`config.mk`:
```
export PLATFORM = sky130hd
export DESIGN_NAME = cache_set_controller
export DESIGN_NICKNAME = d
export VERILOG_FILES = /design/src/rtl/cache_set_controller.sv
export SDC_FILE = /design/constraint.sdc
export NUM_CORES = 1
export LEC_CHECK = 0
export ABC_AREA = 1
export BUFFER_PORTS_ARGS = -buffer_cell sky130_fd_sc_hd__buf_2
export CAP_MARGIN = 5
export CORE_MARGIN = 2
export CORE_UTILIZATION = 63
export DETAILED_ROUTE_END_ITERATION = 8
export PLACE_DENSITY = 0.84
export SYNTH_ARGS = -nofsm -noshare
export SYNTH_HDL_FRONTEND = slang
export SYNTH_SLANG_ARGS = --single-unit
export TNS_END_PERCENT = 50
```
`constraint.sdc`:
```
create_clock -name Clock -period 2.9 [get_ports Clock]
set_input_delay 0.29 -clock Clock [delete_from_list [all_inputs] [get_ports Clock]]
set_output_delay 0.29 -clock Clock [all_outputs]
set_load 0.005 [all_outputs]
```
`src/rtl/cache_set_controller.sv`:
```
// Per-set pairwise-LRU replacement and miss sequencer for a 4-way set-associative cache.
// Optional PERF_COUNT_EN adds saturating hit/miss/writeback counters.
module cache_set_controller #(
    parameter int SETS     = 16,
    parameter int SET_BITS = 4
) (
    input  logic                Clock,
    input  logic                Reset,
    input  logic                ReqValid,
    output logic                ReqReady,
    input  logic [SET_BITS-1:0] ReqSet,
    input  logic [3:0]          ReqHit,
    input  logic                ReqWrite,
    output logic                WbReq,
    output logic [1:0]          WbWay,
    input  logic                WbAck,
    output logic                FillReq,
    output logic [1:0]          FillWay,
    input  logic                FillAck,
    output logic                RespValid,
    output logic [1:0]          RespWay,
    output logic                RespMiss
`ifdef PERF_COUNT_EN
    ,
    output logic [15:0]         HitCount,
    output logic [15:0]         MissCount,
    output logic [15:0]         WbCount
`endif
);

    typedef enum logic [2:0] {IDLE, LOOKUP, WB, FILL, RESP} state_t;

    state_t              state;
    logic [5:0]          lru        [SETS];
    logic [3:0]          valid_bits [SETS];
    logic [3:0]          dirty_bits [SETS];
    logic [SET_BITS-1:0] req_set;
    logic [3:0]          req_hit;
    logic                req_write;
    logic [1:0]          victim;

    logic [5:0]          cur_lru;
    logic [3:0]          cur_valid;
    logic [3:0]          cur_dirty;
    logic [1:0]          hit_way;
    logic [1:0]          victim_c;

    // Bit order: pairs (0,1),(0,2),(0,3),(1,2),(1,3),(2,3); 1 = lower way more recent.
    function automatic logic [5:0] lru_touch(input logic [5:0] s, input logic [1:0] w);
        logic [5:0] n;
        n = s;
        case (w)
            2'd0: begin n[0] = 1'b1; n[1] = 1'b1; n[2] = 1'b1; end
            2'd1: begin n[0] = 1'b0; n[3] = 1'b1; n[4] = 1'b1; end
            2'd2: begin n[1] = 1'b0; n[3] = 1'b0; n[5] = 1'b1; end
            default: begin n[2] = 1'b0; n[4] = 1'b0; n[5] = 1'b0; end
        endcase
        return n;
    endfunction

    function automatic logic [1:0] lru_victim(input logic [5:0] s);
        if ({s[0], s[1], s[2]} == 3'b000)      return 2'd0;
        else if ({s[0], s[3], s[4]} == 3'b100) return 2'd1;
        else if ({s[1], s[3], s[5]} == 3'b110) return 2'd2;
        else                                   return 2'd3;
    endfunction

    always_comb begin
        cur_lru   = lru[req_set];
        cur_valid = valid_bits[req_set];
        cur_dirty = dirty_bits[req_set];
        hit_way   = 2'd3;
        if (req_hit[0])      hit_way = 2'd0;
        else if (req_hit[1]) hit_way = 2'd1;
        else if (req_hit[2]) hit_way = 2'd2;
        victim_c = lru_victim(cur_lru);
        if (!cur_valid[0])      victim_c = 2'd0;
        else if (!cur_valid[1]) victim_c = 2'd1;
        else if (!cur_valid[2]) victim_c = 2'd2;
        else if (!cur_valid[3]) victim_c = 2'd3;
    end

    always_ff @(posedge Clock) begin
        if (Reset) begin
            state     <= IDLE;
            ReqReady  <= 1'b1;
            WbReq     <= 1'b0;
            WbWay     <= 2'd0;
            FillReq   <= 1'b0;
            FillWay   <= 2'd0;
            RespValid <= 1'b0;
            RespWay   <= 2'd0;
            RespMiss  <= 1'b0;
            req_set   <= '0;
            req_hit   <= '0;
            req_write <= 1'b0;
            victim    <= 2'd0;
            for (int i = 0; i < SETS; i++) begin
                lru[i]        <= '0;
                valid_bits[i] <= '0;
                dirty_bits[i] <= '0;
            end
        end else begin
            case (state)
                IDLE: begin
                    if (ReqValid && ReqReady) begin
                        req_set   <= ReqSet;
                        req_hit   <= ReqHit;
                        req_write <= ReqWrite;
                        ReqReady  <= 1'b0;
                        state     <= LOOKUP;
                    end
                end
                LOOKUP: begin
                    if (req_hit != 4'b0000) begin
                        lru[req_set] <= lru_touch(cur_lru, hit_way);
                        if (req_write) dirty_bits[req_set][hit_way] <= 1'b1;
                        RespWay   <= hit_way;
                        RespMiss  <= 1'b0;
                        RespValid <= 1'b1;
                        state     <= RESP;
                    end else begin
                        victim <= victim_c;
                        if (cur_valid[victim_c] && cur_dirty[victim_c]) begin
                            WbReq <= 1'b1;
                            WbWay <= victim_c;
                            state <= WB;
                        end else begin
                            FillReq <= 1'b1;
                            FillWay <= victim_c;
                            state   <= FILL;
                        end
                    end
                end
                WB: begin
                    if (WbAck) begin
                        WbReq   <= 1'b0;
                        FillReq <= 1'b1;
                        FillWay <= victim;
                        state   <= FILL;
                    end
                end
                FILL: begin
                    if (FillAck) begin
                        FillReq                     <= 1'b0;
                        valid_bits[req_set][victim] <= 1'b1;
                        dirty_bits[req_set][victim] <= req_write;
                        lru[req_set]                <= lru_touch(cur_lru, victim);
                        RespWay                     <= victim;
                        RespMiss                    <= 1'b1;
                        RespValid                   <= 1'b1;
                        state                       <= RESP;
                    end
                end
                RESP: begin
                    RespValid <= 1'b0;
                    ReqReady  <= 1'b1;
                    state     <= IDLE;
                end
                default: state <= IDLE;
            endcase
        end
    end

`ifdef PERF_COUNT_EN
    always_ff @(posedge Clock) begin
        if (Reset) begin
            HitCount  <= '0;
            MissCount <= '0;
            WbCount   <= '0;
        end else begin
            if (state == RESP && !RespMiss && HitCount != 16'hFFFF) HitCount <= HitCount + 16'd1;
            if (state == RESP && RespMiss && MissCount != 16'hFFFF) MissCount <= MissCount + 16'd1;
            if (state == WB && WbAck && WbCount != 16'hFFFF) WbCount <= WbCount + 16'd1;
        end
    end
`endif

endmodule

```
==> results.md <==
- The routed layout has 10500 vias.
- The die area is 0.0204 mm².
- The pin count of the biggest net entering global routing is 132.
- Measured against its own limit, the worst slew margin works out to 46.5%.
- Hold timing on the final database bottoms out at a slack of 0.0137 ns.
- OpenSTA, run right after detailed placement, puts the worst setup slack at 0.105 ns.
- Synthesis produced a netlist whose cell count is 1482.
- After detailed routing, the number of vias per cell comes to 5.88.
- Across the VDD grid, the largest voltage drop is 763 µV.
- Measured along the x axis, the die boundary spans 143 µm.
- The mean post-synth cell area is 8.19 µm².
- CTS built an H-tree with a depth of 1.
- The clock transition time at the flip-flop clock pins of the worst setup and hold paths is 0.06 ns.
- In this run the worst path has a maximum fanout of 16.
- The slew at the pin with the worst max-slew slack is 0.802 ns.
- The post-CTS setup buffer count is 0.
- The die extent in y is 143 µm.
- 25 I/O pins were placed.
- The worst setup skew after layout is 0.00938 ns.
- The synthesized netlist occupies a cell area of 0.0121 mm².
- Setup repair after global routing could not meet its margin everywhere.
- The starting utilization of the core area is 64.4%.
- Wires add up to 33.0 mm.
- The share of layout cells above drive strength 1 is 9.19%.
- The synthesized flop and latch total is 253.
- The HPWL after detailed placement is 20.9 mm.
- The iteration-0 DRC count of the detailed router is 1392.
- The initial antenna violation count is 1.
- Dividing the detail-routed wire length by the instance count gives 18.5 µm.
- Global routing finished with a remaining overflow of 0.
- The setup path with the least slack is of type register to register.
- The worst path arrival time is 3.05 ns.
- The first-pass detailed-route iteration total is 6.
- The TritonCTS clock tree is yes.
- The clock period minus worst slack is 2.69 ns.
- The count of cells in the finished layout, fillers not included, comes to 1784.
- At the worst endpoint, the required time is 3.27 ns.
- After layout, the design draws a total of 0.0125 W.
- The number of distinct standard cells referenced by the synthesized netlist is 37.
- At the end of routability-driven placement, the weighted congestion stood at 0.883.
- The area of the core is 0.0188 mm².
- Dividing the final minimum period by the clock period gives 92.6%.
- The synthesis-to-layout area growth is 11.4%.
- The number of global-route vias before repair came to 9758.
- The remaining antenna violation count is 0.
- The root buffer cell is sky130_fd_sc_hd__clkbuf_16.
- The Yosys warning count is 0.
- 0 antenna diodes ended up in the layout.
- The static power due to leakage is 5.58 nW.
- The upper clock frequency limit is 0.372 GHz.
- The row count is 50.
- The share of the core filled with cells in the final layout is 71.8%.
- For this run, design rule violations remaining after detail routing come to 0.
- The worst setup path is launched from a register.
- The total power divided by cell area is 926 mW/mm².
- The clock net sink count is 253.
- The total of endpoints with negative setup slack in the final report is 0.
- The first-pass GRT wire length is 50.5 mm.
- The number of nets in the layout is 1528.
- The number of clock buffers inserted by TritonCTS is 26.
- The overall fraction of global-route tracks in use is 32.3%.
- Max-cap violations in this run came to 0.
- The run finished with clean final reports.
- No sink is reached through more buffers than the 3 on the longest clock path.
- During placement, the flow inserted port buffers numbering 24.
- Counting every net in the synthesized netlist gives 1505.
- The worst hold-check path type is input pin to register.
- Of the synthesized area, sequential elements account for 54.9%.
- The clock insertion delay at the later pin of the skew report is 0.53 ns.
- In this run, placement finished with an instance count of 1736.
- The final count of pins violating max slew is 0.
- The sort of element at the end of the critical path is a register.
- The post-layout worst setup margin is 0.214 ns.
- The total count of hold-check failures in the final report is 0.
==> report_power, final <==
group / total [W] / switching, W / leakage, nW / internal (W)
registers: 0.00426 / 0.000189 / 2.41 / 0.00407
clock network: 0.00362 / 0.00142 / 0.465 / 0.00221
logic: 0.00463 / 0.00333 / 2.71 / 0.00130
==> final cells by class <==
class | instances | area (µm²)
sequential | 253 | 6670
multi-input combinational | 998 | 4450
clock inverter | 14 | 180
inverter | 150 | 569
tap | 260 | 325
timing repair buffer | 76 | 563
clock buffer | 33 | 759
fill | 1373 | 5320
==> final timing paths <==
kind                           from                 to  slack (ns)  cells after the start
setup / recovery           state[0]          lru[6][5]        0.21                     12
hold / removal             ReqWrite          req_write        0.01                      3
setup reg to reg           state[0]          lru[6][5]        0.21                     12
hold reg to reg   valid_bits[12][2]  valid_bits[12][2]        0.46                      2
==> per-stage QoR <==
stage	cell area [µm²]	TNS, ns
after floorplan	12100	0
after global placement	12600	0
after detailed placement	12600	0
after CTS	13500	0
after global routing	13500	-0.800
final	13500	0
==> logic make-up (layout without fill, tap and decap cells) <==
logic type / Yosys count / count (layout) / share of synthesized area (%)
and+or+nand+nor: 752 / 752 / 24.6
DFF: 253 / 253 / 54.9
adders and majority gates: 9 / 9 / 0.928
AOI/OAI and AO/OA: 237 / 237 / 11.0
buffers and inverters: 231 / 273 / 8.48
==> cells in the final DEF (no fill, tap or decap), types with 3 or more instances in the layout <==
master,synthesis,layout
sky130_fd_sc_hd__clkinv_2,0,6
sky130_fd_sc_hd__a32o_1,3,3
sky130_fd_sc_hd__o211ai_1,19,19
sky130_fd_sc_hd__buf_2,25,24
sky130_fd_sc_hd__buf_4,8,47
sky130_fd_sc_hd__dfxtp_1,93,92
sky130_fd_sc_hd__inv_4,1,3
sky130_fd_sc_hd__clkbuf_8,0,4
sky130_fd_sc_hd__o21ai_0,101,101
sky130_fd_sc_hd__o21ai_1,15,15
sky130_fd_sc_hd__clkbuf_16,0,28
sky130_fd_sc_hd__bufinv_16,0,4
sky130_fd_sc_hd__o22ai_1,47,47
sky130_fd_sc_hd__buf_12,0,4
sky130_fd_sc_hd__nand2_1,389,389
sky130_fd_sc_hd__nand3_1,95,95
sky130_fd_sc_hd__nand2_2,5,5
sky130_fd_sc_hd__nor2_1,252,252
sky130_fd_sc_hd__ha_1,9,9
sky130_fd_sc_hd__edfxtp_1,160,160
sky130_fd_sc_hd__a21oi_1,43,43
sky130_fd_sc_hd__inv_1,144,144
==> routing by layer <==
| layer | GRT usage [%] | part of all wire (%) | vias to the layer above |
|---|---|---|---|
| met2 | 52.4 | 47 | 633 |
| met5 | 0 | 0.036 | - |
| met4 | 15.5 | 5.0 | 2 |
| met1 | 42.0 | 37 | 4820 |
| li1 | - | - | 4904 |
| met3 | 6.37 | 11 | 128 |
==> cells in the mapped netlist <==
cell type,count,area [µm²]
sky130_fd_sc_hd__nand2_1,389,1460
sky130_fd_sc_hd__nor2_1,252,946
sky130_fd_sc_hd__edfxtp_1,160,4800
sky130_fd_sc_hd__inv_1,144,541
sky130_fd_sc_hd__o21ai_0,101,505
sky130_fd_sc_hd__nand3_1,95,475
sky130_fd_sc_hd__dfxtp_1,93,1860
sky130_fd_sc_hd__o22ai_1,47,294
sky130_fd_sc_hd__a21oi_1,43,215
sky130_fd_sc_hd__clkbuf_1,34,128
sky130_fd_sc_hd__buf_2,25,125
sky130_fd_sc_hd__o211ai_1,19,143
sky130_fd_sc_hd__o21ai_1,15,75.1
sky130_fd_sc_hd__buf_6,13,146
sky130_fd_sc_hd__ha_1,9,113
sky130_fd_sc_hd__buf_4,8,60.1
sky130_fd_sc_hd__nand2_2,5,31.3
sky130_fd_sc_hd__a32o_1,3,30.0
sky130_fd_sc_hd__inv_2,3,11.3
sky130_fd_sc_hd__a21oi_2,2,17.5
sky130_fd_sc_hd__a31oi_1,2,12.5
sky130_fd_sc_hd__clkinv_1,2,7.51
sky130_fd_sc_hd__nor2_2,2,12.5
sky130_fd_sc_hd__nor3_1,2,10.0
sky130_fd_sc_hd__or2_2,2,12.5
sky130_fd_sc_hd__a2111oi_0,1,8.76
sky130_fd_sc_hd__a41oi_1,1,8.76
sky130_fd_sc_hd__buf_1,1,3.75
sky130_fd_sc_hd__inv_4,1,6.26
sky130_fd_sc_hd__nand3_2,1,10.0
sky130_fd_sc_hd__nor2_4,1,11.3
sky130_fd_sc_hd__nor4_1,1,6.26
sky130_fd_sc_hd__o211ai_2,1,12.5
sky130_fd_sc_hd__o31ai_1,1,7.51
sky130_fd_sc_hd__o32ai_1,1,8.76
sky130_fd_sc_hd__or2_0,1,6.26
sky130_fd_sc_hd__or2_1,1,6.26
==> repair_timing <==
item / 4_1_cts / 5_1_grt
hold buffers: 1 / 0
setup endpoints to repair: 0 / 118
endpoints found under the hold margin: 1 / 0
gates resized for setup: 0 / 3
==> worst max-delay path, cell delays in order (launching register included) <==
cell and delay (ns):
sky130_fd_sc_hd__dfxtp_1 0.39, sky130_fd_sc_hd__inv_1 0.08, sky130_fd_sc_hd__nor2_1 0.20, sky130_fd_sc_hd__inv_2 0.08, sky130_fd_sc_hd__nor2_1 0.09, sky130_fd_sc_hd__inv_1 0.11
sky130_fd_sc_hd__nor2_2 0.24, sky130_fd_sc_hd__clkinv_1 0.32, sky130_fd_sc_hd__a21oi_1 0.23, sky130_fd_sc_hd__o21ai_0 0.12, sky130_fd_sc_hd__nand2_1 0.08, sky130_fd_sc_hd__inv_1 0.34
sky130_fd_sc_hd__nor2_1 0.23
==> sequential cells by signal (all words and copies together), names as in the netlist, 3 cells and up, named ones only <==
name	flops
valid_bits	64
lru	96
dirty_bits	64
req_hit	4
state	3
req_set	4
No activity file was read; power rests on OpenSTA's default activity.
